## src/rtl/clk_cmp_pkg.sv

```systemverilog
// Shared definitions for the frequency-comparator lock detector:
// relation encodings, FSM state type and the flag-to-relation decoder.
package clk_cmp_pkg;

    localparam logic [1:0] REL_NONE = 2'b00;
    localparam logic [1:0] REL_EQ   = 2'b01;
    localparam logic [1:0] REL_LT   = 2'b10;
    localparam logic [1:0] REL_GT   = 2'b11;

    typedef enum logic {
        ST_SEARCH = 1'b0,
        ST_LOCKED = 1'b1
    } state_t;

    // Decode {PeqQ, PleQ, PgrQ}; anything not exactly one-hot maps to REL_NONE,
    // so "valid" is simply "decoded relation is not REL_NONE".
    function automatic logic [1:0] flags_to_rel(input logic [2:0] flags);
        case (flags)
            3'b100:  return REL_EQ;
            3'b010:  return REL_LT;
            3'b001:  return REL_GT;
            default: return REL_NONE;
        endcase
    endfunction

endpackage

```

## src/rtl/sat_cnt.sv

```systemverilog
// Saturating up-counter with synchronous clear and load.
// Priority: clear, then load, then increment; holds at all-ones.
module sat_cnt #(
    parameter int WIDTH = 8
) (
    input  logic             sys_clk,
    input  logic             rst,
    input  logic             i_clr,
    input  logic             i_load,
    input  logic [WIDTH-1:0] i_load_val,
    input  logic             i_inc,
    output logic [WIDTH-1:0] o_cnt
);

    localparam logic [WIDTH-1:0] CNT_MAX = '1;

    logic [WIDTH-1:0] r_cnt;

    // Counter register: clear beats load beats increment, never wraps.
    // NOTE: sequential state uses non-blocking (<=) so every register samples
    // pre-edge values; blocking here would create order-dependent races.
    always_ff @(posedge sys_clk or posedge rst) begin
        if (rst) begin
            r_cnt <= '0;
        end else if (i_clr) begin
            r_cnt <= '0;
        end else if (i_load) begin
            r_cnt <= i_load_val;
        end else if (i_inc && (r_cnt != CNT_MAX)) begin
            r_cnt <= r_cnt + WIDTH'(1);
        end
    end

    assign o_cnt = r_cnt;

endmodule

```

## src/rtl/clk_cmp_lock.sv

```systemverilog
// Lock detector for a P/Q frequency comparator. Flags are registered once;
// a SEARCH/LOCKED FSM qualifies a relation after LOCK_CNT identical valid
// samples and drops it after UNLOCK_CNT consecutive non-matching samples.
module clk_cmp_lock
    import clk_cmp_pkg::*;
#(
    parameter int LOCK_CNT   = 8,
    parameter int UNLOCK_CNT = 4
) (
    input  logic       sys_clk,
    input  logic       rst,
    input  logic       PeqQ,
    input  logic       PleQ,
    input  logic       PgrQ,
    input  logic       clr_stats,
    output logic       locked,
    output logic [1:0] rel,
    output logic       err_onehot,
    output logic [7:0] loss_cnt
);

    // Compare against "count before this edge", i.e. the edge that would reach the target.
    localparam logic [7:0] LOCK_LAST   = 8'(LOCK_CNT - 1);
    localparam logic [7:0] UNLOCK_LAST = 8'(UNLOCK_CNT - 1);

    logic [2:0] r_sample;
    logic       r_primed;   // sample register holds a real capture, not the reset value
    logic       r_err;
    state_t     r_state;
    logic [1:0] r_rel;
    logic [1:0] r_cand;

    state_t     w_state_nxt;
    logic [1:0] w_rel_nxt;
    logic [1:0] w_cand_nxt;
    logic [1:0] w_smp_rel;
    logic       w_valid;
    logic       w_run_clr;
    logic       w_run_load;
    logic       w_run_inc;
    logic       w_mis_clr;
    logic       w_mis_inc;
    logic       w_loss_inc;
    logic [7:0] w_run_cnt;
    logic [7:0] w_mis_cnt;

    assign w_smp_rel = flags_to_rel(r_sample);
    assign w_valid   = (w_smp_rel != REL_NONE);

    // Sample stage: capture comparator flags and flag non-one-hot samples one cycle later.
    always_ff @(posedge sys_clk or posedge rst) begin
        if (rst) begin
            r_sample <= 3'b000;
            r_primed <= 1'b0;
            r_err    <= 1'b0;
        end else begin
            r_sample <= {PeqQ, PleQ, PgrQ};
            r_primed <= 1'b1;
            r_err    <= r_primed && !w_valid;
        end
    end

    // FSM state register.
    always_ff @(posedge sys_clk or posedge rst) begin
        if (rst) begin
            r_state <= ST_SEARCH;
        end else begin
            r_state <= w_state_nxt;
        end
    end

    // Locked relation and search candidate registers.
    always_ff @(posedge sys_clk or posedge rst) begin
        if (rst) begin
            r_rel  <= REL_NONE;
            r_cand <= REL_NONE;
        end else begin
            r_rel  <= w_rel_nxt;
            r_cand <= w_cand_nxt;
        end
    end

    // Next-state and counter-control decode from the registered sample.
    // NOTE: every signal gets a default before any branch; a path that leaves
    // one unassigned would infer a latch.
    always_comb begin
        w_state_nxt = r_state;
        w_rel_nxt   = r_rel;
        w_cand_nxt  = r_cand;
        w_run_clr   = 1'b0;
        w_run_load  = 1'b0;
        w_run_inc   = 1'b0;
        w_mis_clr   = 1'b0;
        w_mis_inc   = 1'b0;
        w_loss_inc  = 1'b0;
        if (r_primed) begin
            unique case (r_state)
                ST_SEARCH: begin
                    if (!w_valid) begin
                        w_run_clr = 1'b1;
                    end else if (w_smp_rel != r_cand) begin
                        w_run_load = 1'b1;
                        w_cand_nxt = w_smp_rel;
                    end else begin
                        w_run_inc = 1'b1;
                        if (w_run_cnt == LOCK_LAST) begin
                            w_state_nxt = ST_LOCKED;
                            w_rel_nxt   = r_cand;
                            w_mis_clr   = 1'b1;
                        end
                    end
                end
                ST_LOCKED: begin
                    // r_rel is never REL_NONE here, so invalid samples mismatch.
                    if (w_smp_rel == r_rel) begin
                        w_mis_clr = 1'b1;
                    end else if (w_mis_cnt == UNLOCK_LAST) begin
                        w_state_nxt = ST_SEARCH;
                        w_rel_nxt   = REL_NONE;
                        w_loss_inc  = 1'b1;
                        w_mis_clr   = 1'b1;
                        if (w_valid) begin
                            w_run_load = 1'b1;
                            w_cand_nxt = w_smp_rel;
                        end else begin
                            w_run_clr = 1'b1;
                        end
                    end else begin
                        w_mis_inc = 1'b1;
                    end
                end
            endcase
        end
    end

    sat_cnt #(.WIDTH(8)) u_run_cnt (
        .sys_clk    (sys_clk),
        .rst        (rst),
        .i_clr      (w_run_clr),
        .i_load     (w_run_load),
        .i_load_val (8'd1),
        .i_inc      (w_run_inc),
        .o_cnt      (w_run_cnt)
    );

    sat_cnt #(.WIDTH(8)) u_mis_cnt (
        .sys_clk    (sys_clk),
        .rst        (rst),
        .i_clr      (w_mis_clr),
        .i_load     (1'b0),
        .i_load_val (8'd0),
        .i_inc      (w_mis_inc),
        .o_cnt      (w_mis_cnt)
    );

    // Clear has priority, so clr_stats wins over a coincident loss.
    sat_cnt #(.WIDTH(8)) u_loss_cnt (
        .sys_clk    (sys_clk),
        .rst        (rst),
        .i_clr      (clr_stats),
        .i_load     (1'b0),
        .i_load_val (8'd0),
        .i_inc      (w_loss_inc),
        .o_cnt      (loss_cnt)
    );

    assign locked     = (r_state == ST_LOCKED);
    assign rel        = r_rel;
    assign err_onehot = r_err;

endmodule

```

## config.mk

```make
export PLATFORM = sky130hd
export DESIGN_NAME = clk_cmp_lock
export DESIGN_NICKNAME = d
export VERILOG_FILES = /design/src/rtl/clk_cmp_pkg.sv /design/src/rtl/sat_cnt.sv /design/src/rtl/clk_cmp_lock.sv
export SDC_FILE = /design/constraint.sdc
export NUM_CORES = 1
export LEC_CHECK = 0
export ABC_AREA = 1
export CAP_MARGIN = 20
export CORE_UTILIZATION = 30
export CTS_CLUSTER_SIZE = 20
export DETAILED_ROUTE_END_ITERATION = 12
export PLACE_DENSITY = 0.52
export SLEW_MARGIN = 20
export SYNTH_ARGS = -nofsm -noshare
export SYNTH_HDL_FRONTEND = slang
export SYNTH_SLANG_ARGS = --single-unit
```

## constraint.sdc

```tcl
create_clock -name sys_clk -period 2.1 [get_ports sys_clk]
set_clock_uncertainty 0.05 [all_clocks]
set_input_delay 0.42 -clock sys_clk [delete_from_list [all_inputs] [get_ports sys_clk]]
set_output_delay 0.42 -clock sys_clk [all_outputs]
set_load 0.01 [all_outputs]
```

==> results of run 1 <==
[routing by layer]
layer / wire length (um) / vias to the layer above / GRT usage, % / share of wire (%)
met5: 0 / - / 0 / 0
met4: 82 / 0 / 5.55 / 2.1
met2: 1710 / 18 / 20.0 / 44
met3: 109 / 7 / 2.72 / 2.8
met1: 2020 / 754 / 16.6 / 51
li1: - / 893 / - / -
[state kept, by name (all words and copies together) (netlist names)]
name,flops
r_sample,3
u_run_cnt.o_cnt,8
u_mis_cnt.o_cnt,8
locked,1
rel,2
r_cand,2
u_loss_cnt.o_cnt,8
r_primed,1
err_onehot,1
[cells in the final DEF, fill, tap and decap left out, drive strengths merged]
cell	netlist	routed
clkinv	2	3
nand4	8	8
nor3	5	5
nand3b	3	3
clkbuf	1	7
ha	3	3
nand3	41	41
nand2	79	79
conb	1	1
o21ai	7	7
dfrtp	34	34
xnor2	3	3
xor2	8	8
a21oi	1	1
clkdlybuf4s50	0	17
buf	0	1
inv	34	34
nor2	35	35
[power breakdown]
| part | internal, mW | switching [mW] |
|---|---|---|
| Combinational | 0.0702 | 0.127 |
| Sequential | 0.686 | 0.0338 |
| Clock | 0.265 | 0.245 |
| Total | 1.02 | 0.406 |
[layout make-up]
cell class                      instances  share of cell area [%]
Multi-Input combinational cell        194                    44.3
Sequential cell                        34                    35.1
Timing Repair Buffer                   18                    7.32
Inverter                               36                    5.57
Tap cell                               77                    3.97
Clock buffer                            7                    3.56
Clock inverter                          1                   0.206
[per-stage QoR]
stage / instance area (um2) / utilization (%)
6_report: 2430 / 37.4
3_5_place_dp: 2340 / 36.0
5_1_grt: 2430 / 37.4
2_1_floorplan: 2070 / -
4_1_cts: 2430 / 37.4
3_3_place_gp: 2340 / 36.0
[logic make-up (layout without fill, tap and decap cells)]
group	after synthesis	after routing	share of synthesized area, %
other	1	1	0.182
flip-flops	34	34	41.2
AND/OR/NAND/NOR	171	171	43.5
buffers and inverters	37	62	6.72
adder cells (fa/ha/maj)	3	3	1.82
XOR/XNOR	11	11	4.66
AO/OA/AOI/OAI	8	8	1.94
[how the worst max path moves through the flow]
stage | from | end | slack (ns) | depth (start not counted)
after detailed placement | u_loss_cnt.o_cnt[0]$_DFFE_PP0P_ | u_loss_cnt.o_cnt[7]$_DFFE_PP0P_ | 0.42 | 10
after floorplan | u_loss_cnt.o_cnt[0]$_DFFE_PP0P_ | u_loss_cnt.o_cnt[3]$_DFFE_PP0P_ | 0.55 | 10
after global routing | locked$_DFFE_PP0P_ | locked | 0.14 | 1
final | locked$_DFFE_PP0P_ | locked | 0.21 | 1
after global placement | u_loss_cnt.o_cnt[0]$_DFFE_PP0P_ | u_loss_cnt.o_cnt[4]$_DFFE_PP0P_ | 0.40 | 10
after CTS | locked$_DFFE_PP0P_ | locked | 0.18 | 1
==> summary.md, run 1 <==
| Metric | Value |
|---|---|
| Run status | finished clean |
| Top post-synthesis cells by count | sky130_fd_sc_hd__nand2_1, sky130_fd_sc_hd__nand3_1, sky130_fd_sc_hd__dfrtp_1, sky130_fd_sc_hd__nor2_1, sky130_fd_sc_hd__inv_1 |
| Total Wirelength | 3.92 mm |
| Synth area leader | sky130_fd_sc_hd__dfrtp_1 |
| Vias in the first global route | 1,619 |
| Number of buffers created by CTS | 5 |
| Required arrival time at the worst endpoint | 1.63 ns |
| Number of distinct library cells after synthesis | 27 |
| Setup violation total in the final timing report | 0 |
| Number of antenna-violating nets in the routed design | 0 |
| Worst-case clock buffer depth | 2 |
| Count of buffer and inverter cells on the critical path | 1 |
| Count of endpoints failing hold in the final timing report | 0 |
| Combined area of all synthesized cells | 0.00207 mm2 |
| Total Die Area | 0.00722 mm2 |
| Post-route non-filler standard cell count | 367 |
| Depth of the worst register-to-register path | 10 |
| Initial antenna violation count | 0 |
| Static leakage | 1.18 nW |
| Sort of element at the end of the critical path | output pin |
| Instance count of the mapped netlist | 265 |
| Worst endpoint data arrival time | 1.42 ns |
| Number of warnings reported in the yosys synthesis log | 0 |
| Setup_tns | 0 ns |
| Leftover overflow at the end of global routing | 0 |
| Synthesis-stage register bit count | 34 |
| Max Fanout on Critical Path | 7 |
| Maximum single-stage delay on the critical path | 0.60 ns |
| CTS Sinks | 34 |
| Worst R2R Start | u_loss_cnt.o_cnt[0]$_DFFE_PP0P_ |
| Area of the multi-input gates | 0.00108 mm2 |
| Most numerous cell in the Yosys netlist | sky130_fd_sc_hd__nand2_1 |
| Diode insertion count for antenna repair | 0 |
| Boundary pin count | 18 |
| Vias | 1,672 |
| CTS H-tree lvls | 2 |
| Total power | 1.43 mW |
| Drt via density | 4.56 |
| Critical path class | register to output pin |
| Share of layout cells above drive strength 1 | 14.1% |
| Endpoint of the worst register-to-register path | u_loss_cnt.o_cnt[7]$_DFFE_PP0P_ |
| Cell Count Post-Placement | 359 |
| Resize count post-CTS | 0 |
| Area growth from synthesis to layout | 17.5% |
| Largest net degree at the start of global routing | 35 |
| Area share of the largest cell type after synthesis | 41.2% |
| CTS root buf | sky130_fd_sc_hd__clkbuf_8 |
| Max-slew violation count | 0 |
| Std cell rows | 29 |
| Number of nets in the synthesized netlist | 274 |
| Total number of nets in the final design | 298 |
| Initial detailed-routing violation count | 64 |
| Filler instances | 684 |
| Insertion delay of the later-clocked pin in the worst-skew pair | 0.29 ns |
| Final worst slack | 0.211 ns |
| Critical-path cell list | clkdlybuf4s50_1 |
| Period utilisation layout | 89.9% |
| Achievable frequency | 529 MHz |
| Top cell family by delay on the critical path | buffers and inverters |
| Crit path time final | 1.89 ns |
| Slowest-stage cell, CP | sky130_fd_sc_hd__clkdlybuf4s50_1 |
| Remaining DRCs | 0 |
| Max-cap violations | 0 |
| Core area | 0.00649 mm2 |
| Effective utilization at floorplan | 31.8% |
| Total track usage | 12.6% |
| Main area contributors after synthesis | sky130_fd_sc_hd__dfrtp_1, sky130_fd_sc_hd__nand2_1, sky130_fd_sc_hd__nand3_1 |
| Average wire length per cell after detail routing | 10.7 um |
| Async set-reset flop share out of synthesis | 100% |
| Post-synthesis sequential area ratio | 41.2% |
| Post-CTS setup repair buffer count | 0 |
| Number of buffers added to fix hold violations after cts | 0 |
| Worst hold slack after final layout | 0.476 ns |
| Post-place setup slack | 0.419 ns |
| Clock tree from TritonCTS | built |
| Max IR drop VDD | 0.252 mV |
| Die width | 85.0 um |
| HPWL after detailed placement | 2.89 mm |
| IO buf count | 17 |
| Unrepaired setup endpoints after global routing | no |
| Number of synthesized flops with an enable pin | 0 |
| Pwr per Cell Area | 588 mW/mm2 |
| Die extent in y | 85.0 um |
| Worst hold path type | input pin to asynchronous set/reset pin |
| Startpoint Class | register |
| Post-Synthesis Mean Instance Area | 7.80 um2 |
| Clock transition at the register clock pins on the worst setup and hold paths after CTS | 0.07 ns |
| Storage cell area | 851 um2 |
| Main synth FF type | sky130_fd_sc_hd__dfrtp_1 |
| GP Congestion | 0.765 |
| Count of TritonRoute iterations in the first routing pass | 5 |
| Register-to-register setup slack | 0.43 ns |
| Wire length of the first global-routing pass | 7.27 mm |
Note: power is estimated with default switching activity, not from simulation.
==> inputs of run 2 (changes only) <==
--- a/config.mk
+++ b/config.mk
@@ -5,7 +5,7 @@
 export SDC_FILE = /design/constraint.sdc
 export NUM_CORES = 1
 export LEC_CHECK = 0
-export ABC_AREA = 1
+export ABC_AREA = 0
 export CAP_MARGIN = 20
 export CORE_UTILIZATION = 30
 export CTS_CLUSTER_SIZE = 20
==> summary.md, run 2 <==
| Metric | Value |
|---|---|
| Failing checks | negative setup slack |
| Critical-path cell list | or3b_4 -> or3_4 -> nand2_2 -> nand4_1 -> buf_4 -> mux2i_2 -> o2bb2ai_1 |
| Insertion delay of the later-clocked pin in the worst-skew pair | 0.29 ns |
| CP Capture Point | rel[0]$_DFFE_PP0P_ |
| Main synth FF type | sky130_fd_sc_hd__dfrtp_1 |
| Number of antenna-violating nets in the routed design | 0 |
| Total number of nets in the final design | 295 |
| Total power | 1.36 mW |
| Pwr per Cell Area | 465 mW/mm2 |
| Total track usage | 14.0% |
| Vias | 1,822 |
| Post-route non-filler standard cell count | 364 |
| Slowest-stage cell, CP | sky130_fd_sc_hd__dfrtp_2 |
| Area growth from synthesis to layout | 47.9% |
| Main area contributors after synthesis | sky130_fd_sc_hd__dfrtp_1, sky130_fd_sc_hd__xor2_1, sky130_fd_sc_hd__nand2_1 |
| HPWL after detailed placement | 3.23 mm |
| Crit path time final | 2.18 ns |
| Total Wirelength | 4.98 mm |
| Remaining DRCs | 0 |
| Achievable frequency | 460 MHz |
| Largest net degree at the start of global routing | 35 |
| Number of warnings reported in the yosys synthesis log | 0 |
| Depth of the worst register-to-register path | 7 |
| Core area | 0.00635 mm2 |
| Most numerous cell in the Yosys netlist | sky130_fd_sc_hd__dfrtp_1 |
| Wire length of the first global-routing pass | 7.80 mm |
| Clock tree from TritonCTS | built |
| Setup_tns | -0.0798 ns |
| Setup violation total in the final timing report | 2 |
| Average wire length per cell after detail routing | 13.7 um |
| Startpoint Class | register |
| Worst-case clock buffer depth | 2 |
| Effective utilization at floorplan | 31.0% |
| Post-Synthesis Mean Instance Area | 9.42 um2 |
| Synthesis-stage register bit count | 34 |
| Worst endpoint data arrival time | 2.30 ns |
| Dpl cell area | 0.00252 mm2 |
| Register-to-register setup slack | -0.08 ns |
| Post-place setup slack | -0.413 ns |
| Beginning of the critical path | r_sample[0]$_DFF_PP0_ |
| Unrepaired setup endpoints after global routing | yes |
| IO buf count | 17 |
| Clock transition at the register clock pins on the worst setup and hold paths after CTS | 0.08 ns |
| Max-cap violations | 0 |
| Count of buffer and inverter cells on the critical path | 1 |
| Number of nets in the synthesized netlist | 218 |
| GP Congestion | 0.758 |
| Die extent in y | 83.0 um |
| Async set-reset flop share out of synthesis | 100% |
| Area share of the largest cell type after synthesis | 43.2% |
| Boundary pin count | 18 |
| Share of layout cells above drive strength 1 | 35.5% |
| Total Die Area | 0.00689 mm2 |
| Most common cell after layout, fill and taps aside | sky130_fd_sc_hd__buf_4 |
| Maximum single-stage delay on the critical path | 0.44 ns |
| CTS H-tree lvls | 2 |
| Vias in the first global route | 1,649 |
| CTS Sinks | 34 |
| Post-route cell area | 0.00291 mm2 |
| Cell Count Post-Placement | 339 |
| Instance count of the mapped netlist | 209 |
| Synth area leader | sky130_fd_sc_hd__dfrtp_1 |
| Number of buffers created by CTS | 5 |
| Max Fanout on Critical Path | 5 |
| Final Core Density | 45.9% |
| Crit path depth | 7 |
| Leftover overflow at the end of global routing | 0 |
| Static leakage | 1.24 nW |
| Max-slew violation count | 0 |
| Required arrival time at the worst endpoint | 2.23 ns |
| Max IR drop VDD | 0.244 mV |
| CTS root buf | sky130_fd_sc_hd__clkbuf_8 |
| Initial detailed-routing violation count | 51 |
| Critical path class | register to register |
| Worst R2R Start | r_sample[0]$_DFF_PP0_ |
| Top post-synthesis cells by count | sky130_fd_sc_hd__dfrtp_1, sky130_fd_sc_hd__nand2_1, sky130_fd_sc_hd__nor2_1, sky130_fd_sc_hd__xor2_1, sky130_fd_sc_hd__a21oi_1 |
| Initial antenna violation count | 0 |
| Number of distinct library cells after synthesis | 53 |
| Worst hold slack after final layout | 0.478 ns |
| Period utilisation layout | 104% |
| Post-synthesis sequential area ratio | 43.2% |
| Count of endpoints failing hold in the final timing report | 0 |
| Number of synthesized flops with an enable pin | 0 |
| Combined area of all synthesized cells | 0.00197 mm2 |
| Diode insertion count for antenna repair | 0 |
| Count of TritonRoute iterations in the first routing pass | 4 |
| Sort of element at the end of the critical path | register |
| Endpoint of the worst register-to-register path | rel[0]$_DFFE_PP0P_ |
| Std cell rows | 29 |
| Worst hold path type | input pin to asynchronous set/reset pin |
| Final worst slack | -0.0751 ns |
| Run status | finished with violations |
| Top cell family by delay on the critical path | simple AND/OR/NAND/NOR gates |
| Drt via density | 5.01 |
| Die width | 83.0 um |
| Leading cell types in the layout, fill and taps excluded | sky130_fd_sc_hd__buf_4, sky130_fd_sc_hd__dfrtp_1, sky130_fd_sc_hd__nand2_1, sky130_fd_sc_hd__clkdlybuf4s50_1, sky130_fd_sc_hd__nor2_1 |
-- run 2: cell types whose count changed after synthesis, sizes merged, moves of 5 or more --
| cell | previous run | this run |
|---|---|---|
| nand2 | 79 | 19 |
| nand3 | 41 | 8 |
| inv | 34 | 5 |
| nor2 | 35 | 19 |
| a21oi | 1 | 13 |
| buf | 0 | 6 |
| and3 | 0 | 5 |
| xor2 | 8 | 13 |
-- run 2: area by class of cell --
type	count	area, um2
Multi-Input combinational cell	163	1200
Clock buffer	5	68.8
Timing Repair Buffer	77	648
Fill cell	589	3440
Clock inverter	3	21.3
Tap cell	77	96.3
Inverter	5	18.8
Sequential cell	34	856
-- run 2: worst min-delay path: stages --
cell and delay, ns:
sky130_fd_sc_hd__clkdlybuf4s50_1 0.39, sky130_fd_sc_hd__inv_1 0.05, sky130_fd_sc_hd__buf_4 0.40
-- run 2: routing by layer --
layer	track usage (%)	up-vias	part of all wire (%)
met5	0	-	0
met4	4.70	0	0.78
met3	2.88	4	3.7
met2	22.0	35	47
met1	19.2	862	48
li1	-	921	-
-- run 2: worst min-delay path by stage --
stage	to	slack (ns)	depth (start not counted)
6_report	u_mis_cnt.o_cnt[1]$_DFFE_PP0P_	0.48	3
2_1_floorplan	r_sample[0]$_DFF_PP0_	0.40	0
4_1_cts	u_mis_cnt.o_cnt[1]$_DFFE_PP0P_	0.49	3
3_3_place_gp	u_run_cnt.o_cnt[2]$_DFFE_PP0P_	0.50	1
3_5_place_dp	u_run_cnt.o_cnt[2]$_DFFE_PP0P_	0.50	1
5_1_grt	r_sample[0]$_DFF_PP0_	0.51	1
-- run 2: logic make-up (layout without fill, tap and decap cells) --
logic type	after synthesis	after routing	share of synthesized area [%]
AO/OA/AOI/OAI	40	40	13.6
XOR/XNOR	19	19	8.45
buffers and inverters	12	90	3.05
flip-flops	34	34	43.2
AND/OR/NAND/NOR	97	97	28.1
multiplexers	3	3	1.52
adder cells (fa/ha/maj)	3	3	1.91
other	1	1	0.190
-- run 2: report_power, final --
group	leakage, nW	internal [mW]	switching [mW]	total (mW)
registers	0.458	0.667	0.0135	0.680
clock network	0.0441	0.233	0.264	0.497
logic	0.738	0.0908	0.0873	0.178
-- run 2: repair_timing --
action                     in CTS  in global routing
gates resized for setup        15                 23
hold buffers                    0                  0
buffers inserted                6                 13
setup endpoints to repair      29                 28
pin swaps                       8                 24
